**config.mk**
```make
export PLATFORM = sky130hd
export DESIGN_NAME = psrn_feeder
export DESIGN_NICKNAME = d
export VERILOG_FILES = /design/src/rtl/psrn_pkg.sv /design/src/rtl/psrn_fifo.sv /design/src/rtl/psrn_feeder.sv
export SDC_FILE = /design/constraint.sdc
export NUM_CORES = 1
export LEC_CHECK = 0
export ABC_CLOCK_PERIOD_IN_PS = 2800
export BUFFER_PORTS_ARGS = -buffer_cell sky130_fd_sc_hd__buf_2
export CORE_ASPECT_RATIO = 1.25
export CORE_MARGIN = 2
export CORE_UTILIZATION = 40
export CTS_CLUSTER_SIZE = 25
export DETAILED_ROUTE_END_ITERATION = 12
export PLACE_DENSITY = 0.55
export SLEW_MARGIN = 20
export SYNTH_ARGS = -nofsm -noshare
export SYNTH_HDL_FRONTEND = slang
export SYNTH_SLANG_ARGS = --single-unit
```
**constraint.sdc**
```tcl
create_clock -name clk -period 2.8 [get_ports clk]
set_input_delay 0.14 -clock clk [delete_from_list [all_inputs] [get_ports clk]]
set_output_delay 0.14 -clock clk [all_outputs]
set_load 0.05 [all_outputs]
```
**src/rtl/psrn_pkg.sv**
```systemverilog
// Shared definitions for the psrn generator and its clocked feeder.
package psrn_pkg;

    localparam int RN_WIDTH = 16;

    // Seed loaded into psrn whenever psrn_init qualifies a start transition.
    localparam logic [RN_WIDTH-1:0] DEFAULT_SEED = 16'h00a3;

    typedef enum logic [1:0] {
        IDLE = 2'd0,
        SEED = 2'd1,
        WAIT = 2'd2
    } state_e;

endpackage

```
**src/rtl/psrn_fifo.sv**
```systemverilog
// First-word-fall-through synchronous FIFO buffering captured psrn words.
module psrn_fifo #(
    parameter int WIDTH = 16,
    parameter int DEPTH = 4,
    localparam int PW = $clog2(DEPTH),
    localparam int CW = $clog2(DEPTH + 1)
) (
    input  logic             clk,
    input  logic             rst_n,
    input  logic             flush,
    input  logic             push,
    input  logic             pop,
    input  logic [WIDTH-1:0] wdata,
    output logic [WIDTH-1:0] rdata,
    output logic             valid,
    output logic [CW-1:0]    count
);

    logic [WIDTH-1:0] mem_q [DEPTH];
    logic [PW-1:0]    wr_ptr_q;
    logic [PW-1:0]    rd_ptr_q;
    logic [CW-1:0]    count_q;
    logic             do_pop;

    assign valid  = (count_q != '0);
    assign do_pop = pop && valid;
    assign count  = count_q;
    // Head word is forced to zero while empty so reset and flush present a clean bus.
    assign rdata  = valid ? mem_q[rd_ptr_q] : '0;

    always_ff @(posedge clk) begin
        if (push && !flush) begin
            mem_q[wr_ptr_q] <= wdata;
        end
    end

    always_ff @(posedge clk or negedge rst_n) begin
        if (!rst_n) begin
            wr_ptr_q <= '0;
            rd_ptr_q <= '0;
            count_q  <= '0;
        end else if (flush) begin
            wr_ptr_q <= '0;
            rd_ptr_q <= '0;
            count_q  <= '0;
        end else begin
            if (push) begin
                wr_ptr_q <= wr_ptr_q + PW'(1);
            end
            if (do_pop) begin
                rd_ptr_q <= rd_ptr_q + PW'(1);
            end
            if (push && !do_pop) begin
                count_q <= count_q + CW'(1);
            end else if (!push && do_pop) begin
                count_q <= count_q - CW'(1);
            end
        end
    end

endmodule

```
**src/rtl/psrn_feeder.sv**
```systemverilog
// Clocked sequencer for psrn: orders init before start, samples rn after a
// settle delay and streams the captured words out through a FWFT FIFO.
module psrn_feeder
    import psrn_pkg::*;
#(
    parameter int WIDTH  = RN_WIDTH,
    parameter int DEPTH  = 4,
    parameter int SETTLE = 1,
    localparam int CW    = $clog2(DEPTH + 1),
    localparam int CNT_W = (SETTLE > 1) ? $clog2(SETTLE) : 1
) (
    input  logic             clk,
    input  logic             rst_n,
    input  logic             enable,
    input  logic             reseed,
    output logic             psrn_start,
    output logic             psrn_init,
    input  logic [WIDTH-1:0] psrn_rn,
    output logic             out_valid,
    input  logic             out_ready,
    output logic [WIDTH-1:0] out_data,
    output logic [CW-1:0]    fill_level,
    output logic             busy
);

    state_e           state_q;
    logic             start_q;
    logic             init_q;
    logic             pend_q;
    logic [CNT_W-1:0] cnt_q;

    logic fifo_flush;
    logic fifo_push;
    logic issue;

    assign fifo_flush = (state_q == IDLE) && pend_q;
    // A capture that overlaps a pending reseed belongs to the old seed and is dropped.
    assign fifo_push  = (state_q == WAIT) && (cnt_q == '0) && !pend_q;
    assign issue      = (state_q == IDLE) && !pend_q && enable
                        && (fill_level < CW'(DEPTH));

    assign psrn_start = start_q;
    assign psrn_init  = init_q;
    assign busy       = (state_q != IDLE);

    always_ff @(posedge clk or negedge rst_n) begin
        if (!rst_n) begin
            state_q <= IDLE;
            start_q <= 1'b0;
            init_q  <= 1'b0;
            pend_q  <= 1'b0;
            cnt_q   <= '0;
        end else begin
            if (reseed) begin
                pend_q <= 1'b1;
            end else if (fifo_flush) begin
                pend_q <= 1'b0;
            end

            case (state_q)
                IDLE: begin
                    if (pend_q) begin
                        init_q  <= 1'b1;
                        state_q <= SEED;
                    end else if (issue) begin
                        start_q <= ~start_q;
                        cnt_q   <= CNT_W'(SETTLE - 1);
                        state_q <= WAIT;
                    end
                end
                // init has been stable for a full cycle before this start edge.
                SEED: begin
                    start_q <= ~start_q;
                    cnt_q   <= CNT_W'(SETTLE - 1);
                    state_q <= WAIT;
                end
                WAIT: begin
                    if (cnt_q == '0) begin
                        init_q  <= 1'b0;
                        state_q <= IDLE;
                    end else begin
                        cnt_q <= cnt_q - CNT_W'(1);
                    end
                end
                default: begin
                    state_q <= IDLE;
                end
            endcase
        end
    end

    psrn_fifo #(
        .WIDTH(WIDTH),
        .DEPTH(DEPTH)
    ) u_fifo (
        .clk  (clk),
        .rst_n(rst_n),
        .flush(fifo_flush),
        .push (fifo_push),
        .pop  (out_ready),
        .wdata(psrn_rn),
        .rdata(out_data),
        .valid(out_valid),
        .count(fill_level)
    );

endmodule
```
==> results.sh <==
export IMPL_run_status="complete, no violations"
export IMPL_ys_seq_area_share_pct=72.8
export IMPL_hold_path_class="primary input to flip-flop"
export IMPL_hold_depth=1
export IMPL_power_frac_comb_pct=40.8
export IMPL_skew_ns=0.00533
export IMPL_numPortBuffers=43
export IMPL_cpMaxStageDelayCell="dfrtp_1"
export IMPL_holdCritStartpoint="psrn_rn[5]"
export IMPL_drt_pass1_iter_count=4
export IMPL_crit_fanout=17
export IMPL_slew_violations=0
export IMPL_r2r_start="pend_q"
export IMPL_grt_max_degree=18
export IMPL_power_uw=4210
export IMPL_rows=35
export IMPL_htree_levels=3
export IMPL_p_int_uw=2510
export IMPL_slew_headroom_pct=43.0
export IMPL_drtIter0Drc=113
export IMPL_routedWlPerCell_um=16.8
export IMPL_maxCapViolCount=0
export IMPL_ir_drop_mv=0.640
export IMPL_cts_path_max_buffers=2
export IMPL_ys_seq_elements=76
export IMPL_clock_sinks=76
export IMPL_cp_data_required_time_ns=2.66
export IMPL_setup_worst_path_end_class="output pin"
export IMPL_critPathTopFamily="flip-flops"
export IMPL_start_kind="flip-flop"
export IMPL_place_congestion=0.732
export IMPL_finish_utilization_pct=50.4
export IMPL_synth_top_area_share_pct=62.9
export IMPL_antenna_found_initial=0
export IMPL_cts_buffers=9
export IMPL_core_area_um2=7400
export IMPL_setup_violations_final=0
export IMPL_min_to="u_fifo.mem_q[3][5]"
export IMPL_die_area_um2=8350
export IMPL_tns_ns=0
export IMPL_drc_errors=0
export IMPL_dominantRegCellSynth="edfxtp_1"
export IMPL_cp_cell_sequence="mux4_2, and2_1, buf_2"
export IMPL_switchingPower_uw=1700
export IMPL_cts_tree="built"
export IMPL_r2r_cells=2
export IMPL_p_leak_uw=0.00137
export IMPL_ant_nets=0
export IMPL_crit_arrival_ns=2.04
export IMPL_crit_buf_inv=1
export IMPL_worstSetupPathType="flip-flop to output pin"
export IMPL_yosys_warnings=0
export IMPL_switching_share_pct=40.4
export IMPL_antenna_cells=0
export IMPL_insertion_delay_ns=0.34
export IMPL_syn_area_um2=3050
export IMPL_synthTopCellsByCount="edfxtp_1, and2_1, mux4_2, dfrtp_1, nor2_1"
export IMPL_dp_cells=294
export IMPL_routed_wl_um=5370
export IMPL_pwr_share_clk_pct=23.8
export IMPL_initial_core_util_pct=41.3
export IMPL_synth_area_leaders="edfxtp_1, mux4_2, dfrtp_1"
export IMPL_rr_endpoint="u_fifo.mem_q[3][12]"
export IMPL_nets=249
export IMPL_path_clk_slew_ns=0.08
export IMPL_area_delta_synth_final_pct=22.1
export IMPL_p_per_area_nw_per_um2=1130
export IMPL_hold_worst_slack_ns=0.0161
export IMPL_fin_crit_sh_pct=77.7
export IMPL_fin_cells=320
export IMPL_viasPerCell=4.94
export IMPL_grt_pass1_wl_um=8510
export IMPL_rsz0062_at_grt="false"
export IMPL_fin_crit_ns=2.18
export IMPL_synth_nets=186
export IMPL_r2r_slack_ns=0.74
export IMPL_tightest_slew_ns=0.855
export IMPL_async_flop_share_pct=15.8
export IMPL_ctsRootBufferMaster="clkbuf_8"
export IMPL_synth_top_area_cell="edfxtp_1"
export IMPL_ios=44
export IMPL_pwr_share_seq_pct=35.5
export IMPL_cpPeakStageDelay_ns=0.90
export IMPL_synth_edff_count=64
export IMPL_dp_hpwl_um=3520
export IMPL_cts_resized=0
export IMPL_num_vias=1581
export IMPL_gr_total_overflow=0
export IMPL_die_y_um=102
export IMPL_finalHoldViolCount=0
export IMPL_syn_avg_cell_area_um2=19.1
export IMPL_die_x_um=82.2
export IMPL_synth_distinct_cells=30
export IMPL_grt_use_total_pct=14.4
export IMPL_fmax_ghz=0.459
export IMPL_grt_pass1_vias=1739
export IMPL_drive_gt1_share_pct=37.3
export IMPL_yosysMostFrequentCell="edfxtp_1"
export IMPL_netlist_instances=160
worst max path at each step:
| stage | slack (ns) | cells past startpoint | end | from |
|---|---|---|---|---|
| 6_report | 0.62 | 3 | out_data[15] | u_fifo.rd_ptr_q[1] |
| 5_1_grt | 0.51 | 3 | out_data[15] | u_fifo.rd_ptr_q[1] |
| 4_1_cts | 0.59 | 3 | out_data[12] | u_fifo.rd_ptr_q[1] |
| 3_5_place_dp | 0.75 | 2 | u_fifo.mem_q[3][7] | pend_q |
| 3_3_place_gp | 0.80 | 2 | u_fifo.mem_q[3][8] | pend_q |
| 2_1_floorplan | 0.64 | 3 | out_data[0] | u_fifo.count[0] |
flip-flops by register name, summed over array words and instances, names as in the netlist:
name,cells
pend_q,1
psrn_init,1
psrn_start,1
state_q,2
u_fifo.count,3
u_fifo.mem_q,64
u_fifo.rd_ptr_q,2
u_fifo.wr_ptr_q,2
kinds of logic after synthesis:
| group | synth area share [%] |
|---|---|
| XOR/XNOR | 1.39 |
| multiplexers | 11.8 |
| AND/OR/NAND/NOR | 8.11 |
| buffers and inverters | 1.60 |
| adder cells (fa/ha/maj) | 2.29 |
| AO/OA/AOI/OAI | 2.05 |
| flip-flops | 72.8 |
power by group through the flow:
stage          combinational [µW]  sequential, µW  clock (µW)
2_1_floorplan                1300            1560           0
3_3_place_gp                 1690            1500           0
3_5_place_dp                 1730            1520           0
4_1_cts                      1740            1490        1020
5_1_grt                      1840            1510        1080
6_report                     1720            1490        1000
cell usage in the layout (no fill, tap or decap), types with 3 or more instances in the layout:
| cell type | n |
|---|---|
| inv_1 | 5 |
| bufinv_16 | 3 |
| buf_4 | 4 |
| nor2_1 | 6 |
| nor3_1 | 3 |
| and2_1 | 21 |
| clkbuf_8 | 9 |
| ha_1 | 4 |
| mux4_2 | 16 |
| edfxtp_1 | 64 |
| dfrtp_1 | 12 |
| buf_2 | 43 |
| a21oi_1 | 3 |
| dlygate4sd3_1 | 10 |
per-layer routing:
metal / share of wire (%) / GRT usage (%) / vias to the layer above
li1: - / - / 749
met1: 41 / 16.8 / 790
met2: 54 / 24.5 / 37
met3: 4.3 / 4.28 / 5
met4: 1.1 / 6.54 / 0
met5: 0 / 0 / -
timing repair:
action	CTS	global route
setup endpoints to repair	0	0
hold buffers	5	5
endpoints found under the hold margin	25	19
setup buffers	0	0
stage by stage:
| step | cell area [µm²] | setup WS [ns] |
|---|---|---|
| after floorplan | 3050 | 0.642 |
| after global placement | 3380 | 0.801 |
| after detailed placement | 3380 | 0.748 |
| after CTS | 3680 | 0.590 |
| after global routing | 3730 | 0.511 |
| final | 3730 | 0.624 |
area by class of cell:
cell class / instances / area, µm²
clock buffer: 9 / 124
tap: 92 / 115
inverter: 5 / 18.8
fill: 607 / 3670
timing repair buffer: 57 / 345
clock inverter: 7 / 121
multi-input combinational: 74 / 783
sequential: 76 / 2220
No activity file was read; power rests on OpenSTA's default activity.
